--- src/rtl/vga_sync_pkg.sv ---
// vga_sync_pkg: shared timing constants and phase enumeration for the VGA
// sync generator. The *_DEF values describe standard 640x480@60 timing and
// serve as parameter defaults; H_TOTAL/V_TOTAL are derived from them.
package vga_sync_pkg;

  localparam int CNT_W = 10;

  localparam int H_VISIBLE_DEF = 640;
  localparam int H_FRONT_DEF   = 16;
  localparam int H_SYNC_DEF    = 96;
  localparam int H_BACK_DEF    = 48;

  localparam int V_VISIBLE_DEF = 480;
  localparam int V_FRONT_DEF   = 10;
  localparam int V_SYNC_DEF    = 2;
  localparam int V_BACK_DEF    = 33;

  localparam int H_TOTAL = H_VISIBLE_DEF + H_FRONT_DEF + H_SYNC_DEF + H_BACK_DEF;
  localparam int V_TOTAL = V_VISIBLE_DEF + V_FRONT_DEF + V_SYNC_DEF + V_BACK_DEF;

  typedef enum logic [1:0] {
    VISIBLE = 2'd0,
    FRONT   = 2'd1,
    SYNC    = 2'd2,
    BACK    = 2'd3
  } phase_e;

endpackage

--- src/rtl/vga_axis_cnt.sv ---
// vga_axis_cnt: one timing axis (horizontal or vertical). A position counter
// advancing on en and wrapping at the axis total, plus a phase FSM
// VISIBLE -> FRONT -> SYNC -> BACK that follows the counter.
// Ports:
//   CLK_NX      in   clock, rising edge
//   reset       in   asynchronous, active-low reset
//   en          in   advance the axis by one position this cycle
//   cnt         out  registered position, 0..TOTAL-1
//   wrap        out  combinational: en is high and cnt is at TOTAL-1
//   sync_active out  registered: FSM is in SYNC (aligned with cnt)
//   visible_nxt out  combinational: FSM will be in VISIBLE after this cycle
module vga_axis_cnt
  import vga_sync_pkg::*;
#(
  parameter int N_VISIBLE = H_VISIBLE_DEF,
  parameter int N_FRONT   = H_FRONT_DEF,
  parameter int N_SYNC    = H_SYNC_DEF,
  parameter int N_BACK    = H_BACK_DEF
) (
  input  logic             CLK_NX,
  input  logic             reset,
  input  logic             en,
  output logic [CNT_W-1:0] cnt,
  output logic             wrap,
  output logic             sync_active,
  output logic             visible_nxt
);

  localparam int TOTAL = N_VISIBLE + N_FRONT + N_SYNC + N_BACK;

  localparam logic [CNT_W-1:0] LAST        = CNT_W'(TOTAL - 1);
  localparam logic [CNT_W-1:0] FRONT_START = CNT_W'(N_VISIBLE);
  localparam logic [CNT_W-1:0] SYNC_START  = CNT_W'(N_VISIBLE + N_FRONT);
  localparam logic [CNT_W-1:0] BACK_START  = CNT_W'(N_VISIBLE + N_FRONT + N_SYNC);

  logic [CNT_W-1:0] cnt_q, cnt_d;
  phase_e           phase_q, phase_d;
  logic             sync_active_q;

  // Phase transitions are decided from the next count, so the registered
  // phase and count always describe the same position.
  always_comb begin
    wrap    = en && (cnt_q == LAST);
    cnt_d   = cnt_q;
    phase_d = phase_q;
    if (en) begin
      cnt_d = wrap ? '0 : cnt_q + CNT_W'(1);
      unique case (phase_q)
        VISIBLE: if (cnt_d == FRONT_START) phase_d = FRONT;
        FRONT:   if (cnt_d == SYNC_START)  phase_d = SYNC;
        SYNC:    if (cnt_d == BACK_START)  phase_d = BACK;
        BACK:    if (cnt_d == '0)          phase_d = VISIBLE;
      endcase
    end
  end

  always_ff @(posedge CLK_NX or negedge reset) begin
    if (!reset) begin
      cnt_q         <= '0;
      phase_q       <= VISIBLE;
      sync_active_q <= 1'b0;
    end else begin
      cnt_q         <= cnt_d;
      phase_q       <= phase_d;
      sync_active_q <= (phase_d == SYNC);
    end
  end

  assign cnt         = cnt_q;
  assign sync_active = sync_active_q;
  assign visible_nxt = (phase_d == VISIBLE);

endmodule

--- src/rtl/vga_sync_gen.sv ---
// vga_sync_gen: VGA timing generator. Two vga_axis_cnt instances form the
// horizontal and vertical axes; the vertical axis advances on each line wrap.
// Optional feature: define VGA_SYNC_FRAME_CNT_EN to add an 8-bit frame counter.
// Ports:
//   CLK_NX      in   system clock, rising edge
//   reset       in   asynchronous, active-low reset
//   pixel_tick  in   one-cycle pixel enable from the clock divider
//   hsync       out  horizontal sync, active-low
//   vsync       out  vertical sync, active-low
//   video_on    out  position is inside the visible area
//   pixel_x     out  horizontal position
//   pixel_y     out  vertical position
//   line_end    out  one-cycle pulse after the tick that wraps pixel_x
//   frame_end   out  one-cycle pulse after the tick that wraps pixel_x and pixel_y
//   frame_cnt   out  frames completed modulo 256 (VGA_SYNC_FRAME_CNT_EN only)
module vga_sync_gen
  import vga_sync_pkg::*;
#(
  parameter int H_VISIBLE = H_VISIBLE_DEF,
  parameter int H_FRONT   = H_FRONT_DEF,
  parameter int H_SYNC    = H_SYNC_DEF,
  parameter int H_BACK    = H_BACK_DEF,
  parameter int V_VISIBLE = V_VISIBLE_DEF,
  parameter int V_FRONT   = V_FRONT_DEF,
  parameter int V_SYNC    = V_SYNC_DEF,
  parameter int V_BACK    = V_BACK_DEF
) (
  input  logic             CLK_NX,
  input  logic             reset,
  input  logic             pixel_tick,
  output logic             hsync,
  output logic             vsync,
  output logic             video_on,
  output logic [CNT_W-1:0] pixel_x,
  output logic [CNT_W-1:0] pixel_y,
  output logic             line_end,
  output logic             frame_end
`ifdef VGA_SYNC_FRAME_CNT_EN
  ,
  output logic [7:0]       frame_cnt
`endif
);

  logic h_wrap, h_sync_active, h_visible_nxt;
  logic v_wrap, v_sync_active, v_visible_nxt;

  vga_axis_cnt #(
    .N_VISIBLE (H_VISIBLE),
    .N_FRONT   (H_FRONT),
    .N_SYNC    (H_SYNC),
    .N_BACK    (H_BACK)
  ) u_h_axis (
    .CLK_NX      (CLK_NX),
    .reset       (reset),
    .en          (pixel_tick),
    .cnt         (pixel_x),
    .wrap        (h_wrap),
    .sync_active (h_sync_active),
    .visible_nxt (h_visible_nxt)
  );

  // The vertical axis steps once per line, on the tick that wraps pixel_x.
  vga_axis_cnt #(
    .N_VISIBLE (V_VISIBLE),
    .N_FRONT   (V_FRONT),
    .N_SYNC    (V_SYNC),
    .N_BACK    (V_BACK)
  ) u_v_axis (
    .CLK_NX      (CLK_NX),
    .reset       (reset),
    .en          (h_wrap),
    .cnt         (pixel_y),
    .wrap        (v_wrap),
    .sync_active (v_sync_active),
    .visible_nxt (v_visible_nxt)
  );

  logic video_on_q, video_on_d;
  logic line_end_q, line_end_d;
  logic frame_end_q, frame_end_d;

  // Pulses are set straight from the wrap conditions, so they fall back to 0
  // on the next cycle because a wrap cannot repeat on consecutive cycles
  // unless the axis total is 1.
  always_comb begin
    video_on_d  = h_visible_nxt && v_visible_nxt;
    line_end_d  = h_wrap;
    frame_end_d = h_wrap && v_wrap;
  end

  always_ff @(posedge CLK_NX or negedge reset) begin
    if (!reset) begin
      video_on_q  <= 1'b1;
      line_end_q  <= 1'b0;
      frame_end_q <= 1'b0;
    end else begin
      video_on_q  <= video_on_d;
      line_end_q  <= line_end_d;
      frame_end_q <= frame_end_d;
    end
  end

  assign hsync     = ~h_sync_active;
  assign vsync     = ~v_sync_active;
  assign video_on  = video_on_q;
  assign line_end  = line_end_q;
  assign frame_end = frame_end_q;

`ifdef VGA_SYNC_FRAME_CNT_EN
  logic [7:0] frame_cnt_q, frame_cnt_d;

  // Counts up on the same edge that raises frame_end.
  always_comb begin
    frame_cnt_d = frame_cnt_q + {7'd0, frame_end_d};
  end

  always_ff @(posedge CLK_NX or negedge reset) begin
    if (!reset) begin
      frame_cnt_q <= '0;
    end else begin
      frame_cnt_q <= frame_cnt_d;
    end
  end

  assign frame_cnt = frame_cnt_q;
`endif

endmodule

--- config.mk ---
export PLATFORM = sky130hd
export DESIGN_NAME = vga_sync_gen
export DESIGN_NICKNAME = d
export VERILOG_FILES = /design/src/rtl/vga_sync_pkg.sv /design/src/rtl/vga_axis_cnt.sv /design/src/rtl/vga_sync_gen.sv
export SDC_FILE = /design/constraint.sdc
export NUM_CORES = 1
export LEC_CHECK = 0
export CAP_MARGIN = 20
export CORE_ASPECT_RATIO = 1.1
export CORE_MARGIN = 5
export CORE_UTILIZATION = 55
export DETAILED_ROUTE_END_ITERATION = 7
export PLACE_DENSITY = 0.8
export RECOVER_POWER = 100
export SLEW_MARGIN = 20
export SYNTH_ARGS = -nofsm -noshare
export SYNTH_HDL_FRONTEND = slang
export SYNTH_SLANG_ARGS = --single-unit
export TNS_END_PERCENT = 50
--- constraint.sdc ---
create_clock -name CLK_NX -period 6 [get_ports CLK_NX]
set_input_delay 0.9 -clock CLK_NX [delete_from_list [all_inputs] [get_ports CLK_NX]]
set_output_delay 0.9 -clock CLK_NX [all_outputs]
set_load 0.01 [all_outputs]
==> impl_metrics.toml <==
[run_status]
status = "complete, but fails checks"
violations = "max-capacitance violations, max-slew violations"

[sta]
period_minus_slack_ns = 4.15
slew_viol_final = 30
fmax_mhz = 241
clock_skew_ns = 0.00758
finalHoldViolCount = 0
setup_tns_ns = 0
fin_hold_ws_ns = 0.574
rsz0062_at_grt = "no"
maxSlewHeadroom = -0.0312
finalSetupViolCount = 0
tightest_slew_ns = 1.55
fin_crit_sh = 0.691

[routing]
wl_per_cell_um = 14.2
ant_nets = 0
vias = 1708
routed_wl_mm = 4.11
drc = 0
via_per_inst = 5.91
drt_first_pass_iters = 4
first_iter_violations = 178

[setup_path]
rrSetupSlack_ns = 2.54
path_cells = "dlygate4sd3_1 > and4b_1 > nand3_1 > inv_1 > a311o_2 > nand3_1 > or4b_1 > and4_1 > nor4b_1"
cpMostUsedCell = "nand3_1"
reg2reg_depth = 9
r2r_end = "video_on"
worst_setup_path_end_kind = "flop"
setup.worst_path.start = "pixel_tick"
cp_slowest_cell = "dlygate4sd3_1"
slowest_delay_ns = 0.93
required_ns = 6.22
worstPathMaxFanout = 21
arrival_ns = 4.37
crit_family = "simple AND/OR/NAND/NOR gates"
r2r_start = "u_h_axis.cnt[1]"
path_buf_inv = 2
startpoint_type = "input pin"
crit_type = "input pin to flop"

[place]
place.gp.congestion = 0.858
dpl.hpwl_mm = 2.90
io_buffers = 27

[worst_hold_path]
hold-path-cell-count = 1
hp-start = "u_h_axis.cnt[7]"
hold_path_class = "flop to flop"
min_to = "u_h_axis.cnt[7]"

[cells_and_area]
area_growth_pct = 13.1
antenna_cells = 0
multi_input_area_um2 = 1070
drive_above_1_share = 0.0664
n_fill_cell = 313
regArea_um2 = 727
nNetsFinal = 246

[die]
rows = 22
chipWidth_um = 66.9
die_y_um = 72.6
fp.coreArea_um2 = 3390
initial_utilization = 0.579
ioPinCount = 28
dieArea_um2 = 4860

[synth]
syn_area_per_cell_um2 = 8.80
synthFlopType = "dfrtp_1"
synth_top_area_frac = 0.357
synth_top_area_cell = "dfrtp_1"
async_reset_ff_frac = 1.00
synth_cell_types = 52
postSynthCellCount = 223
synth_enable_flop_cells = 0
ys_ff_latch = 29
ys_seq_area_frac = 0.371
synth_area_um2 = 1960
syn-num-nets = 229
yosys_warnings = 0
synth_area_leaders = "dfrtp_1 36%, xnor2_1 6.7%, o21ai_0 4.6%, nand4_1 3.8%, nand2_1 3.4%"

[clocking]
tritoncts = "done"
cts_buffers = 5
cts_buffer_depth = 2
post_cts_resized = 0
clock-sinks = 29
cts_setup_buffers = 0
root_buffer = "clkbuf_4"
insertion_delay_ns = 0.32
cts_hold_buf = 0
ctsHtreeMaxLevel = 2
path_clk_slew_ns = 0.09

[global_routing]
grt_pass1_vias = 1543
antenna_found_initial = 0
grt_max_degree = 30
grt_pass1_wl_mm = 6.87
grt.total_usage = 0.184
grt_overflow = 0

[pwr]
p_leak_nw = 0.920
vdd_drop_max_mv = 0.231
p_per_area_nw_per_um2 = 219

[job]
drv_cap = 1
[kinds of logic (layout without fill, tap and decap cells)]
family / Yosys count / in the layout / synth area share
xor gates and xnor gates: 18 / 18 / 0.0804
buffers and inverters: 28 / 46 / 0.0810
muxes: 3 / 3 / 0.0166
DFF: 29 / 29 / 0.371
adders and majority gates: 3 / 3 / 0.0191
and+or+nand+nor: 88 / 88 / 0.258
AOI/OAI and AO/OA: 54 / 54 / 0.175
[worst reg2reg max path: stages (launching register included)]
cell and delay (ns):
dfrtp_1 0.45, ha_1 0.31, and4_1 0.34, nand3_1 0.30
inv_1 0.54, a311o_2 0.22, nand3_1 0.10, or4b_1 0.55
and4_1 0.23, nor4b_1 0.32
[placed cells by master, fill, tap and decap left out, types with 2 or more instances in the layout]
cell           netlist  routed
nor3b_1              2       2
a21boi_0             2       2
clkinv_2             0       2
o21ai_0             18      18
dfrtp_1             28      28
xnor2_1             15      15
ha_1                 3       3
a21oi_1              7       7
dlygate4sd3_1        0      27
a31oi_1              5       5
clkbuf_4             0       5
inv_1               10      10
nor2b_1              4       4
o31ai_1              4       4
xor2_1               3       3
nor2_1               9       9
and3_1               6       6
a21o_1               2       2
nand3_1             12      13
a211oi_1             3       3
nand2b_1             3       3
clkbuf_1             5       2
o22ai_1              5       5
nor3_1               3       3
and4_1               3       4
o22a_1               2       2
and2_1               3       3
mux2_2               2       2
nand4_1             12      12
nand2_1             18      18
or3_1                2       2
[layout make-up]
type,instances,area share
multi-input combinational,166,0.482
sequential,29,0.328
timing repair buffer,28,0.124
tap,48,0.0271
clock buffer,6,0.0186
inverter,10,0.0169
clock inverter,2,0.00451
[per-stage QoR]
step,area (um2),setup WS [ns],total power (W),util,std cells
2_1_floorplan,1960,3.17,0.000332,-,223
3_3_place_gp,2180,1.84,0.000386,0.643,281
3_5_place_dp,2180,1.75,0.000387,0.643,281
4_1_cts,2230,2.10,0.000500,0.659,289
5_1_grt,2220,1.59,0.000516,0.655,289
6_report,2220,1.85,0.000486,0.655,289
[worst max path at each step]
stage / endpoint / cells after the start
final: video_on / 9
after global routing: video_on / 9
after CTS: video_on / 9
after detailed placement: video_on / 9
after global placement: video_on / 9
after floorplan: video_on / 9
[layer usage]
| metal | GRT usage | vias up | routed length, um |
|---|---|---|---|
| met5 | 0 | - | 0 |
| met4 | 0.0811 | 0 | 108 |
| met3 | 0.0385 | 10 | 195 |
| met2 | 0.294 | 37 | 1920 |
| met1 | 0.241 | 814 | 1880 |
| li1 | - | 847 | - |
[sequential cells by signal, indices dropped and copies added, names as in the netlist]
name	cells
frame_end	1
line_end	1
u_h_axis.cnt	10
u_h_axis.phase_q	2
u_h_axis.sync_active	1
u_v_axis.cnt	10
u_v_axis.phase_q	2
u_v_axis.sync_active	1
video_on	1
[report_power, final]
group | internal [W] | switching, W | leakage, nW
sequential | 0.000214 | 0.0000431 | 0.379
clock | 0.0000445 | 0.0000665 | 0.0320
combinational | 0.0000628 | 0.0000551 | 0.509
[Yosys cell counts, types with 2 or more instances]
library cell / instances
nor2b_1: 4
nand4_1: 12
a21oi_1: 7
nand2b_1: 3
a31oi_1: 5
and3_1: 6
buf_2: 6
inv_1: 10
clkbuf_8: 2
nor3b_1: 2
o22ai_1: 5
clkbuf_1: 5
nand2_1: 18
nand3_1: 12
dfrtp_1: 28
o31ai_1: 4
mux2_2: 2
a211oi_1: 3
a21o_1: 2
buf_6: 3
xnor2_1: 15
and4_1: 3
nor3_1: 3
or3_1: 2
and2_1: 3
ha_1: 3
nor2_1: 9
o21ai_0: 18
xor2_1: 3
o22a_1: 2
a21boi_0: 2
No activity file was read; power rests on OpenSTA's default activity.
